--- src/rtl/mobius_loader.sv ---
// -----------------------------------------------------------------------------
// mobius_loader
//
// Purpose:
//   Assembles an N-bit truth table from N/W consecutive W-bit words and
//   presents it, held stable, to a downstream Mobius transform. Two states:
//   FILL accepts words, FULL presents the finished vector until the consumer
//   takes it.
//
// Ports:
//   clk         single clock, all state changes on the rising edge
//   rst         synchronous active-high reset (clears state, counter, vector)
//   flush       (only with MOBIUS_LOADER_FLUSH_EN) restart the current fill
//   in_data     one truth-table word, in_data[i] -> out_vector[k*W+i]
//   in_valid    in_data is valid
//   in_ready    loader accepts a word this cycle (high exactly in FILL)
//   out_vector  assembled truth table, index 0 first
//   out_valid   out_vector complete and stable (high exactly in FULL)
//   out_ready   consumer has taken out_vector
//
// Configuration:
//   MOBIUS_LOADER_FLUSH_EN  adds the flush input. Undefined by default.
// -----------------------------------------------------------------------------
module mobius_loader #(
    parameter int N = 256,
    parameter int W = 8
) (
    input  logic         clk,
    input  logic         rst,
`ifdef MOBIUS_LOADER_FLUSH_EN
    input  logic         flush,
`endif
    input  logic [0:W-1] in_data,
    input  logic         in_valid,
    output logic         in_ready,
    output logic [0:N-1] out_vector,
    output logic         out_valid,
    input  logic         out_ready
);

    localparam int WORDS = N / W;
    localparam int CNT_W = $clog2(WORDS);
    localparam logic [CNT_W-1:0] LAST_WORD = CNT_W'(WORDS - 1);

    typedef enum logic {
        S_FILL = 1'b0,
        S_FULL = 1'b1
    } state_t;

    state_t             state_q, state_d;
    logic [CNT_W-1:0]   cnt_q,   cnt_d;
    logic [0:N-1]       vec_q,   vec_d;
    logic               flush_w;

`ifdef MOBIUS_LOADER_FLUSH_EN
    assign flush_w = flush;
`else
    assign flush_w = 1'b0;
`endif

    // NOTE: every next-state signal takes its hold value first, so no path
    // through the case leaves one unassigned and no latch is inferred.
    always_comb begin
        state_d = state_q;
        cnt_d   = cnt_q;
        vec_d   = vec_q;

        case (state_q)
            S_FILL: begin
                // Flush restarts the fill and wins over a same-edge word;
                // bits already written simply hold until overwritten.
                if (flush_w) begin
                    cnt_d = '0;
                end else if (in_valid) begin
                    // Constant-index slot decode keeps every slice static.
                    for (int k = 0; k < WORDS; k++) begin
                        if (cnt_q == CNT_W'(k)) begin
                            vec_d[k*W +: W] = in_data;
                        end
                    end
                    if (cnt_q == LAST_WORD) begin
                        cnt_d   = '0;
                        state_d = S_FULL;
                    end else begin
                        cnt_d = cnt_q + 1'b1;
                    end
                end
            end
            S_FULL: begin
                // in_valid and flush are ignored here; the vector is frozen.
                if (out_ready) begin
                    state_d = S_FILL;
                    cnt_d   = '0;
                end
            end
        endcase
    end

    // NOTE: state registers use non-blocking assignments so every flop
    // samples the pre-edge values of its peers. The vector is reset as well
    // because a cleared table after reset is part of the observable contract.
    always_ff @(posedge clk) begin
        if (rst) begin
            state_q <= S_FILL;
            cnt_q   <= '0;
            vec_q   <= '0;
        end else begin
            state_q <= state_d;
            cnt_q   <= cnt_d;
            vec_q   <= vec_d;
        end
    end

    // Handshakes decode registered state only, so neither has an input path.
    assign in_ready   = (state_q == S_FILL);
    assign out_valid  = (state_q == S_FULL);
    assign out_vector = vec_q;

endmodule

--- config.mk ---
export PLATFORM = sky130hd
export DESIGN_NAME = mobius_loader
export DESIGN_NICKNAME = d
export VERILOG_FILES = /design/src/rtl/mobius_loader.sv
export SDC_FILE = /design/constraint.sdc
export NUM_CORES = 1
export LEC_CHECK = 0
export BUFFER_PORTS_ARGS = -buffer_cell sky130_fd_sc_hd__buf_2
export CELL_PAD_IN_SITES_DETAIL_PLACEMENT = 1
export CELL_PAD_IN_SITES_GLOBAL_PLACEMENT = 2
export CORE_UTILIZATION = 35
export DETAILED_ROUTE_END_ITERATION = 12
export GPL_TIMING_DRIVEN = 0
export PLACE_DENSITY = 0.9
export SLEW_MARGIN = 20
export SYNTH_ARGS = -nofsm -noshare
export SYNTH_HDL_FRONTEND = slang
export SYNTH_SLANG_ARGS = --single-unit
--- constraint.sdc ---
create_clock -name clk -period 4.55 [get_ports clk]
set_input_delay 0.455 -clock clk [delete_from_list [all_inputs] [get_ports clk]]
set_output_delay 0.455 -clock clk [all_outputs]
set_load 0.02 [all_outputs]
=== Word-level counts from Yosys, hierarchy flattened ===
Cells that the tools add are included.
W data, S select, Z words.

* Register bits: 262
* Output and inout port bits: 258

* Add/sub/neg operators: 1
* Equal/unequal tests: 33
* Mux-type cells: 8
* Bitwise operators: 1
* Reductions and logical operators: 34

{| class="wikitable"
|+ Operators by type and width
! kind !! number
|-
| $reduce_and A3 Y1 || 32
|-
| $eq A5 B5 Y1 const B || 16
|-
| $eq A5 B4 Y1 const B || 8
|-
| $eq A5 B3 Y1 const B || 4
|-
| $mux W5 || 3
|-
| $eq A5 B2 Y1 const B || 2
|-
| $pmux W5 S2 || 1
|-
| $add A5 B1 Y5 const B || 1
|-
| $eq A5 B1 Y1 const B || 1
|-
| $logic_not A5 Y1 || 1
|-
| $ne A2 B2 Y1 const B || 2
|-
| $mux W1 || 3
|-
| $pmux W1 S2 || 1
|-
| $reduce_and A2 Y1 || 1
|-
| $not A1 Y1 || 1
|}

=== Longest topological paths before layout ===
Gate-level depths: netlist of the first run.

* Word-level depth: 4
* Depth in mapped cells: 7
* Depth with buffers taken out: 6

=== Least setup slack after synthesis of the first run ===
Ideal clock, no wire load.

* Path type: register to register
* Start point: register cnt_q[0]
* End point: register cnt_q[3]
* Library setup time: 0.091 ns
* Data arrival time: 1.610 ns
* Required time: 4.459 ns
* Path slack: 2.849 ns
* Cell stages (with the launch flop): 7
* Clock period less this slack: 1.701 ns
* Cell sequence: dfxtp_1 ha_1 and3_1 ha_1 nor3b_4 a41oi_1 a311oi_1

* Cells in the longest elaborated chain, start to end: 4
* Elaborated cells between the ends (all ways): 5
* Those cells by class: add/sub (1); eq/ne (1); mux (3)

{| class="wikitable"
|+ RTL lines
! element !! RTL line !! text
|-
| start, declared || 51 || <nowiki>logic [CNT_W-1:0] cnt_q, cnt_d;</nowiki>
|-
| start signal, assigned || 109 || <nowiki>cnt_q <= cnt_d;</nowiki>
|-
| $add A5 B1 Y5 / $eq A5 B5 Y1 (equally long branches) || 85, 81 ||
|-
| $mux W5 (*) || 81 || <nowiki>if (cnt_q == LAST_WORD) begin</nowiki>
|-
| $mux W5 (*) || 74 || <nowiki>end else if (in_valid) begin</nowiki>
|-
| $pmux W5 S2 (*) || 68 || <nowiki>case (state_q)</nowiki>
|}

Every way passes the cells marked *; elsewhere a longest branch is shown, timed or not. The select of a mux whose other input is x is not followed.
A chain may end at the register's enable or synchronous reset.

=== Final worst setup path of the first run ===
* Start point: register state_q (netlist: out_valid)
* End point: output port in_ready

* Cells in the longest elaborated chain, start to end: 1

{| class="wikitable"
|+ RTL lines
! element !! RTL line !! text
|-
| start, declared || 50 || <nowiki>state_t state_q, state_d;</nowiki>
|-
| start signal, assigned || 108 || <nowiki>state_q <= state_d;</nowiki>
|-
| $not A1 Y1 (no source line) || n/a ||
|-
| end, declared || 35 || <nowiki>output logic in_ready,</nowiki>
|}

Every way passes these cells.

==> results of run 1 <==
synthesized netlist by cell type, types with 3 or more instances:
cell      number
dfxtp_1      262
mux2i_1      209
nand2b_1     205
clkbuf_1      57
a21oi_1       51
nand3_1       49
o21ai_0       33
nor2_1        18
nand2_4       16
o21ai_1       15
buf_2         13
buf_4         13
nand2_2        8
ha_1           7
nand2_1        6
and4b_1        4
buf_6          4
inv_1          4
and2_1         3
and4bb_1       3
clkbuf_2       3
kinds of logic after synthesis:
family,synth area share
simple gates,0.195
flops,0.502
mux,0.200
compound gates,0.0515
buf+inv,0.0432
fa+ha+maj,0.00838
power by group:
part | leakage [uW] | switching (uW) | internal, uW | total, uW
Clock | 0.000483 | 986 | 1350 | 2340
Sequential | 0.00211 | 8.30 | 2310 | 2310
Combinational | 0.00444 | 142 | 68.1 | 210
Total | 0.00704 | 1140 | 3730 | 4860
state kept, by name, summed over array words and instances (netlist names):
signal      cells
out_vector    256
cnt_q           5
out_valid       1
worst reg2reg max path, cell delays in order, from the launching register on:
cell and delay [ps]:
dfxtp_1 360, ha_1 290, and3_1 250, ha_1 180, nand3b_1 100, buf_2 290, mux2i_1 260, nor2_1 60
metal layers:
| layer | global-route usage | vias to the layer above | part of all wire |
|---|---|---|---|
| li1 | - | 3945 | - |
| met2 | 0.375 | 233 | 0.48 |
| met1 | 0.269 | 4138 | 0.42 |
| met5 | 0 | - | 0 |
| met3 | 0.0531 | 61 | 0.064 |
| met4 | 0.0873 | 0 | 0.037 |
area by class of cell:
class,count,area share
Clock buffer,45,0.0671
Clock inverter,11,0.00682
Timing Repair Buffer,260,0.0985
Tap cell,384,0.0364
Multi-Input combinational cell,643,0.360
Buffer,90,0.0330
Sequential cell,262,0.397
Inverter,4,0.00114
placed cells by master (no fill, tap or decap), types with 2 or more instances in the layout:
master     count
nand2_1        6
o21ai_1       15
nand2_2        8
ha_1           7
buf_2        273
nand2_4       16
a21oi_1       51
clkbuf_2       3
clkbuf_1      64
inv_1          4
and4b_1        4
nand2b_1     205
o21ai_0       33
clkbuf_8       8
nand3b_1       2
nor2_1        18
clkinv_2       7
nand3_1       49
dfxtp_1      262
and2_1         3
a311oi_1       2
mux2i_1      209
buf_6          4
buf_4         13
clkbuf_16     30
and4bb_1       3
worst paths after layout:
path	startpoint	endpoint	slack [ps]
worst max register to register	cnt_q[0]	out_vector[127]	2630
worst min register to register	out_vector[57]	out_vector[57]	470
worst min-delay path	out_ready	out_valid	190
worst max-delay path	out_valid	in_ready	2600
through the flow:
step	setup slack [ps]	instances	hold slack, ps
2_1_floorplan	2850	999	490
3_3_place_gp	2310	1643	457
3_5_place_dp	2260	1643	465
4_1_cts	2590	1699	176
5_1_grt	2500	1699	200
6_report	2600	1699	188
==> metrics, run 1 <==
final setup vio count 0; FF-to-FF path depth 7; Initial Utilization 0.360; Crit. path cell count 3; CP Cell Sequence buf_4, inv_1, buf_2; post-cts sizing count 0; multi-input logic area 4760 sq um; biggest area consumer among synthesized cells dfxtp_1; synth top area cells dfxtp_1 (50%), mux2i_1 (20%), nand2b_1 (12%); syn_area_per_cell 10.5 sq um; Fin. Hold Viols 0; H-tree Lvls 1; Pwr Total 4860 uW; Clock Tree Buf Depth 3; Final Core Density 0.455; slowest CP cell dfxtp_1; TritonRoute pass-1 iters 4; post-synth top area share 0.502; vias in the first global route 8875; relative slew slack 0.457; Clock Pin Slew Worst Setup and Hold Paths 60 ps; synthesized net count 1018; initial drt markers 359; cell family with most CP delay flip-flops; fin crit share 0.428; aggregate global-route resource usage 0.221; WL per Instance 20.3 microns; status complete, no violations; slew at the pin closest to its max-slew limit 814 ps; routed via count 8377; most used flip-flop cell after synthesis dfxtp_1; CTS tree built; Die Height 175 microns; synth-to-layout area growth 26.4%; WP data required 4090 ps; root buffer cell clkbuf_16; PwrDens 368 nW/um^2; Tmin final 1950 ps; Die Width 175 microns; DRT Wirelength 34500 microns; Post-route DRC 0; hpwl dp 24800 microns; static leakage 0.00704 uW; post-route ant nets 0; first-pass GRT wire length 52500 microns; CTS hold repair buffers 0; Yosys Warn Count 0; Critical Path Fanout Max 10; Rows 62; Fmax achieved 513 MHz; Diodes inserted 0; Arrival @ worst endpoint 1490 ps; layout cells sized above 1 0.280; Worst Setup Path Type flip-flop to output pin; final net count 1310; post-synthesis register bit count 262; hold path depth 3; number of synthesized flops with an enable pin 0; Cells after Synth 999; Via-to-Cell Ratio 4.93; die area 30600 sq um; RePlAce Congestion 0.770; initial antenna violation count 0; Post-synth ARST share 0; Fillers 3384; Seq/Total Area, Yosys 0.502; CP endpoint kind output pin; total CTS buffers 30; clk sink count 262; Port Buffers 260; Slew Limit Fails 0; Worst Skew 18.2 ps; TNS Setup 0 ps; Yosys cell types 35; RSZ-0062 raised after global routing false; Synth Cell Area 10500 sq um; Max rail drop VDD 0.000297 V; Hold WC Path Type input port to flip-flop; I/O Pins 270; Max Cap Viol 0; Reg area 5250 sq um; GR Overflow Total 0; Placed Area 12200 sq um; core area 29000 sq um; post-CTS setup buffer count 0; Skew-Pair Late Insertion Delay 570 ps; CP peak stage delay 490 ps; Final Cell Area 13200 sq um; startpoint types flip-flop; CP bufs+invs 3; largest net degree at the start of global routing 17
(Power assumes the default switching activity.)
==> run 2: changes to the inputs <==
Settings changed: CORE_UTILIZATION 35 to 33, PLACE_DENSITY 0.9 to 0.86.
Clock period 4.55 ns to 1.99 ns, I/O delays scaled along.
==> run 2 against run 1 <==
- count of clock-buffer cells in the layout down 3
- via count up 0.17%
- sequential share of layout area down 0.31 points
- combinational power up 130%
- power up 140%
- die area up 6.0%
- critical path type is now flip-flop to flip-flop
==> metrics, run 2 (synthesis results as in run 1) <==
Max rail drop VDD 0.000569 V (+92%); DRT Wirelength 35000 microns (+1.4%); CP endpoint kind flip-flop; layout cells sized above 1 0.283 (+0.00316); most frequent cells in the layout buf_2 (273), dfxtp_1 (262), mux2i_1 (209); CP peak stage delay 360 ps (-130 ps); FF-to-FF path depth 7 (unchanged); Clock Tree Buf Depth 3 (unchanged); Non-Filler Instances 1715 (+0.94%); final net count 1313 (+0.23%); startpoint types flip-flop; slowest CP cell dfxtp_1; fin crit share 0.942; Fin. Hold Viols 0 (unchanged); RePlAce Congestion 0.760 (-1.2%); die area 32400 sq um (+6.0%); commonest non-fill, non-tap cell in the layout buf_2; total CTS buffers 30 (unchanged); CTS tree built; slack of the worst reg-to-reg path 110 ps (-2520 ps); TritonRoute pass-1 iters 4 (unchanged); Rows 64 (+3.2%); Worst R2R End cnt_q[2]; Critical Path Fanout Max 7 (-3); first-pass GRT wire length 54000 microns (+2.9%); WL per Instance 20.4 microns (+0.44%); RR Startpoint cnt_q[0]; core area 30900 sq um (+6.5%); Slew Limit Fails 0 (unchanged); Fillers 3541 (+4.6%); number of flip-flops in the largest register 256 (unchanged); Tmin final 1880 ps; routed via count 8391 (+0.17%); Initial Utilization 0.338 (-0.0221); Worst Skew 12.6 ps (-5.57 ps); Die Height 180 microns (+3.0%); synth-to-layout area growth 27.4%; Critical Path Source cnt_q[0]; Fmax achieved 533 MHz; static leakage 0.00708 uW (+0.54%); Port Buffers 260 (unchanged); Max Cap Viol 0 (unchanged); largest net degree at the start of global routing 16 (-1); Hold WC Path Type input port to flip-flop; initial antenna violation count 1 (+1); H-tree Lvls 1 (unchanged); Die Width 180 microns (+3.0%); post-route ant nets 0 (unchanged); CP Cell Sequence ha_2, and3_1, ha_1, nor3b_4, buf_4, nand2b_1, a311oi_1; Arrival @ worst endpoint 2340 ps (+850 ps); slew at the pin closest to its max-slew limit 817 ps (+2.33 ps); worst hold slack 140 ps (-48.2 ps); Via-to-Cell Ratio 4.89 (-0.77%); aggregate global-route resource usage 0.214 (-0.00699); initial drt markers 375 (+4.5%); clk sink count 262 (unchanged); hpwl dp 25000 microns (+0.85%); status complete, no violations; Worst Setup Path Type flip-flop to flip-flop; final setup vio count 0 (unchanged); relative slew slack 0.455 (-0.00156); I/O Pins 270 (unchanged); WP data required 2460 ps (-1630 ps); PwrDens 865 nW/um^2 (+130%); Inst Count DP 1655 (+0.73%); GR Overflow Total 0 (unchanged); root buffer cell clkbuf_16; Worst Setup EP cnt_q[2]; Clock Pin Slew Worst Setup and Hold Paths 60 ps (about the same); Skew-Pair Late Insertion Delay 560 ps (about the same); Post-route DRC 0 (unchanged); vias in the first global route 8912 (+0.42%)
==> run 2: layout make-up <==
| type | count | area (sq um) | share of cell area |
|---|---|---|---|
| repair buffers | 263 | 1330 | 0.0996 |
| flip-flops and latches | 262 | 5250 | 0.394 |
| multi-input cells | 643 | 4760 | 0.357 |
| diodes | 1 | 2.50 | 0.000188 |
| clock inverters | 14 | 171 | 0.0129 |
| well taps | 396 | 495 | 0.0372 |
| clock buffers | 42 | 866 | 0.0650 |
| plain buffers | 90 | 437 | 0.0328 |
| inverters | 4 | 15.0 | 0.00113 |
==> run 2: metal layers <==
| layer | vias to the layer above | track usage | part of all wire |
|---|---|---|---|
| met1 | 4163 | 0.263 | 0.44 |
| met2 | 226 | 0.366 | 0.47 |
| met5 | - | 0 | 0 |
| li1 | 3952 | - | - |
| met4 | 0 | 0.0717 | 0.028 |
| met3 | 50 | 0.0531 | 0.059 |
==> run 2: worst min path at each step <==
| stage | from | to | slack (ps) | depth (start not counted) |
|---|---|---|---|---|
| 2_1_floorplan | out_ready | out_valid | 380 | 2 |
| 3_3_place_gp | out_vector[115] | out_vector[115] | 460 | 2 |
| 3_5_place_dp | out_vector[183] | out_vector[183] | 470 | 2 |
| 4_1_cts | in_data[0] | out_vector[216] | 140 | 3 |
| 5_1_grt | in_data[4] | out_vector[60] | 160 | 3 |
| 6_report | in_data[0] | out_vector[216] | 140 | 3 |
==> run 2: metrics by stage <==
stage | util | setup TNS, ps | power [uW] | instance area, sq um | setup slack [ps]
6_report | 0.431 | 0 | 11500 | 13300 | 115
5_1_grt | 0.431 | -6.96 | 11900 | 13300 | -6.96
4_1_cts | 0.430 | 0 | 11600 | 13300 | 75.5
3_5_place_dp | 0.396 | -2300 | 5890 | 12300 | -97.0
3_3_place_gp | 0.396 | -920 | 5890 | 12300 | -42.4
2_1_floorplan | - | 0 | 5710 | 10500 | 289
==> run 2: worst max-delay path: cells and delay by family (launching register included) <==
kind / cells / cell delay [ps]
AOI/OAI and AO/OA: 1 / 240
buffers and inverters: 1 / 160
DFF: 1 / 360
and+or+nand+nor: 3 / 570
adders and majority gates: 2 / 460
==> run 2: where the power goes <==
part	switching [uW]	leakage, uW	internal, uW
clock	2300	0.000509	3430
combinational	331	0.00446	160
sequential	17.4	0.00211	5270
==> run 2: repair_timing <==
| action | in CTS | in global routing |
|---|---|---|
| endpoints found under the hold margin | 2 | 0 |
| setup buffers | 0 | 2 |
| gates resized for setup | 0 | 1 |
| hold buffers | 1 | 0 |
| endpoints found under the setup margin | 0 | 4 |
==> run 3: changes to the inputs <==
Settings changed: CORE_UTILIZATION 33 to 35, GPL_ROUTABILITY_DRIVEN from default to 0, PLACE_DENSITY 0.86 to 0.9.
Clock period 1.99 ns to 2.2 ns, I/O delays scaled along.
==> run 3 against run 2 <==
- clock skew increased by 6.7 ps
- sequential power down 9.5%
- cell count fell by 0.87%
- count of clock-buffer cells in the layout up 3
- sequential share of layout area up 0.28 points
- global-route usage rose by 0.70 points
- critical path type unchanged
==> metrics, run 3 (synthesis results as in run 1) <==
Critical Path Fanout Max 8 (+1); Rows 62 (-3.1%); CTS hold repair buffers 1 (unchanged); Worst Skew 19.3 ps (+6.66 ps); die area 30600 sq um (-5.7%); WP data required 2620 ps (+160 ps); TritonRoute pass-1 iters 4 (unchanged); CP endpoint kind flip-flop; GR Overflow Total 0 (unchanged); Clock Tree Buf Depth 3 (unchanged); static leakage 0.00704 uW (-0.48%); vias in the first global route 8881 (-0.35%); post-route ant nets 0 (unchanged); CTS tree built; relative slew slack 0.467 (+0.0118); largest net degree at the start of global routing 17 (+1); Diodes inserted 0 (-1); CP peak stage delay 360 ps (about the same); post-CTS setup buffer count 0 (unchanged); CP bufs+invs 1 (unchanged); TNS Setup 0 ps (unchanged); initial antenna violation count 0 (-1); Setup Slack @ Placement 140 ps (+237 ps); Max rail drop VDD 0.000616 V (+8.3%); initial drt markers 345 (-8.0%); commonest non-fill, non-tap cell in the layout buf_2; PwrDens 760 nW/um^2 (-12%); startpoint types flip-flop; Hold WC Path Type input port to flip-flop; slowest CP cell dfxtp_1; clk sink count 262 (unchanged); slew at the pin closest to its max-slew limit 799 ps (-17.7 ps); Port Buffers 260 (unchanged); Initial Utilization 0.360 (+0.0221); status complete, no violations; Skew-Pair Late Insertion Delay 570 ps (about the same); Slew Limit Fails 0 (unchanged); total CTS buffers 30 (unchanged); Max Cap Viol 0 (unchanged); first-pass GRT wire length 52500 microns (-2.8%); Crit path top cell by count ha_1; cell family with most CP delay adder cells; number of flip-flops in the largest register 256 (unchanged); most frequent cells in the layout buf_2 (273), dfxtp_1 (262), mux2i_1 (209); H-tree Lvls 1 (unchanged); post-cts sizing count 0 (unchanged); Final Core Density 0.456 (+0.0249); Tmin final 1920 ps (+42.0 ps); routed via count 8404 (+0.15%); Fin. Hold Viols 0 (unchanged); Via-to-Cell Ratio 4.94 (+1.0%); root buffer cell clkbuf_16; layout cells sized above 1 0.280 (-0.00337); worst setup margin 283 ps (+168 ps); final setup vio count 0 (unchanged); Arrival @ worst endpoint 2330 ps (about the same); CP Cell Sequence ha_1, and3_1, ha_1, nand3b_1, buf_2, mux2i_1, nor2_1; WL per Instance 20.3 microns (-0.57%); core area 29000 sq um (-6.1%); Die Height 175 microns (-2.9%); Fillers 3383 (-4.5%); Clock Pin Slew Worst Setup and Hold Paths 60 ps (about the same); fin crit share 0.872 (-0.0709); RSZ-0062 raised after global routing false; hpwl dp 24800 microns (-0.85%); Post-route DRC 0 (unchanged); Worst Setup Path Type flip-flop to flip-flop; DRT Wirelength 34500 microns (-1.4%); I/O Pins 270 (unchanged); final net count 1311 (-0.15%); Fmax achieved 522 MHz (-2.2%); Die Width 175 microns (-2.9%); aggregate global-route resource usage 0.221 (+0.00699); synth-to-layout area growth 26.5%
run 3: report_power, final:
part	switching [uW]	leakage, uW	internal, uW	total (uW)
Clock	2040	0.000483	2800	4830
Sequential	17.0	0.00211	4770	4790
Combinational	293	0.00445	142	435
run 3: worst paths after layout:
check                                  endpoint      startpoint  slack (ps)  depth (start not counted)
worst max-delay path            out_vector[127]        cnt_q[0]         280                          7
worst min register to register   out_vector[57]  out_vector[57]         470                          2
worst max register to register  out_vector[127]        cnt_q[0]         280                          7
worst min-delay path             out_vector[91]      in_data[3]         170                          3
run 3: worst register-to-register path: cells and delay by family, from the launching register on:
family	cells	cell delay (ps)
adder cells (fa/ha/maj)	2	470
AND/OR/NAND/NOR	3	410
flip-flops	1	360
buffers and inverters	1	290
multiplexers	1	260
run 3: stage by stage:
step,hold slack [ps],instance area (sq um),cells,total power [uW]
2_1_floorplan,398,10500,999,5160
3_3_place_gp,457,12200,1643,5320
3_5_place_dp,465,12200,1643,5330
4_1_cts,155,13200,1700,10200
5_1_grt,171,13200,1700,10400
6_report,169,13200,1700,10100
run 3: area by class of cell:
class | instances | area, sq um | area share
plain buffers | 90 | 437 | 0.0330
repair buffers | 261 | 1310 | 0.0992
clock buffers | 45 | 887 | 0.0671
flip-flops and latches | 262 | 5250 | 0.397
clock inverters | 11 | 90.1 | 0.00681
well taps | 384 | 480 | 0.0363
inverters | 4 | 15.0 | 0.00114
multi-input cells | 643 | 4760 | 0.360
run 3: routing by layer:
metal / global-route usage / wire [microns]
met3: 0.0531 / 2220
met4: 0.0873 / 1260
met1: 0.269 / 14500
met2: 0.375 / 16500
met5: 0 / 0
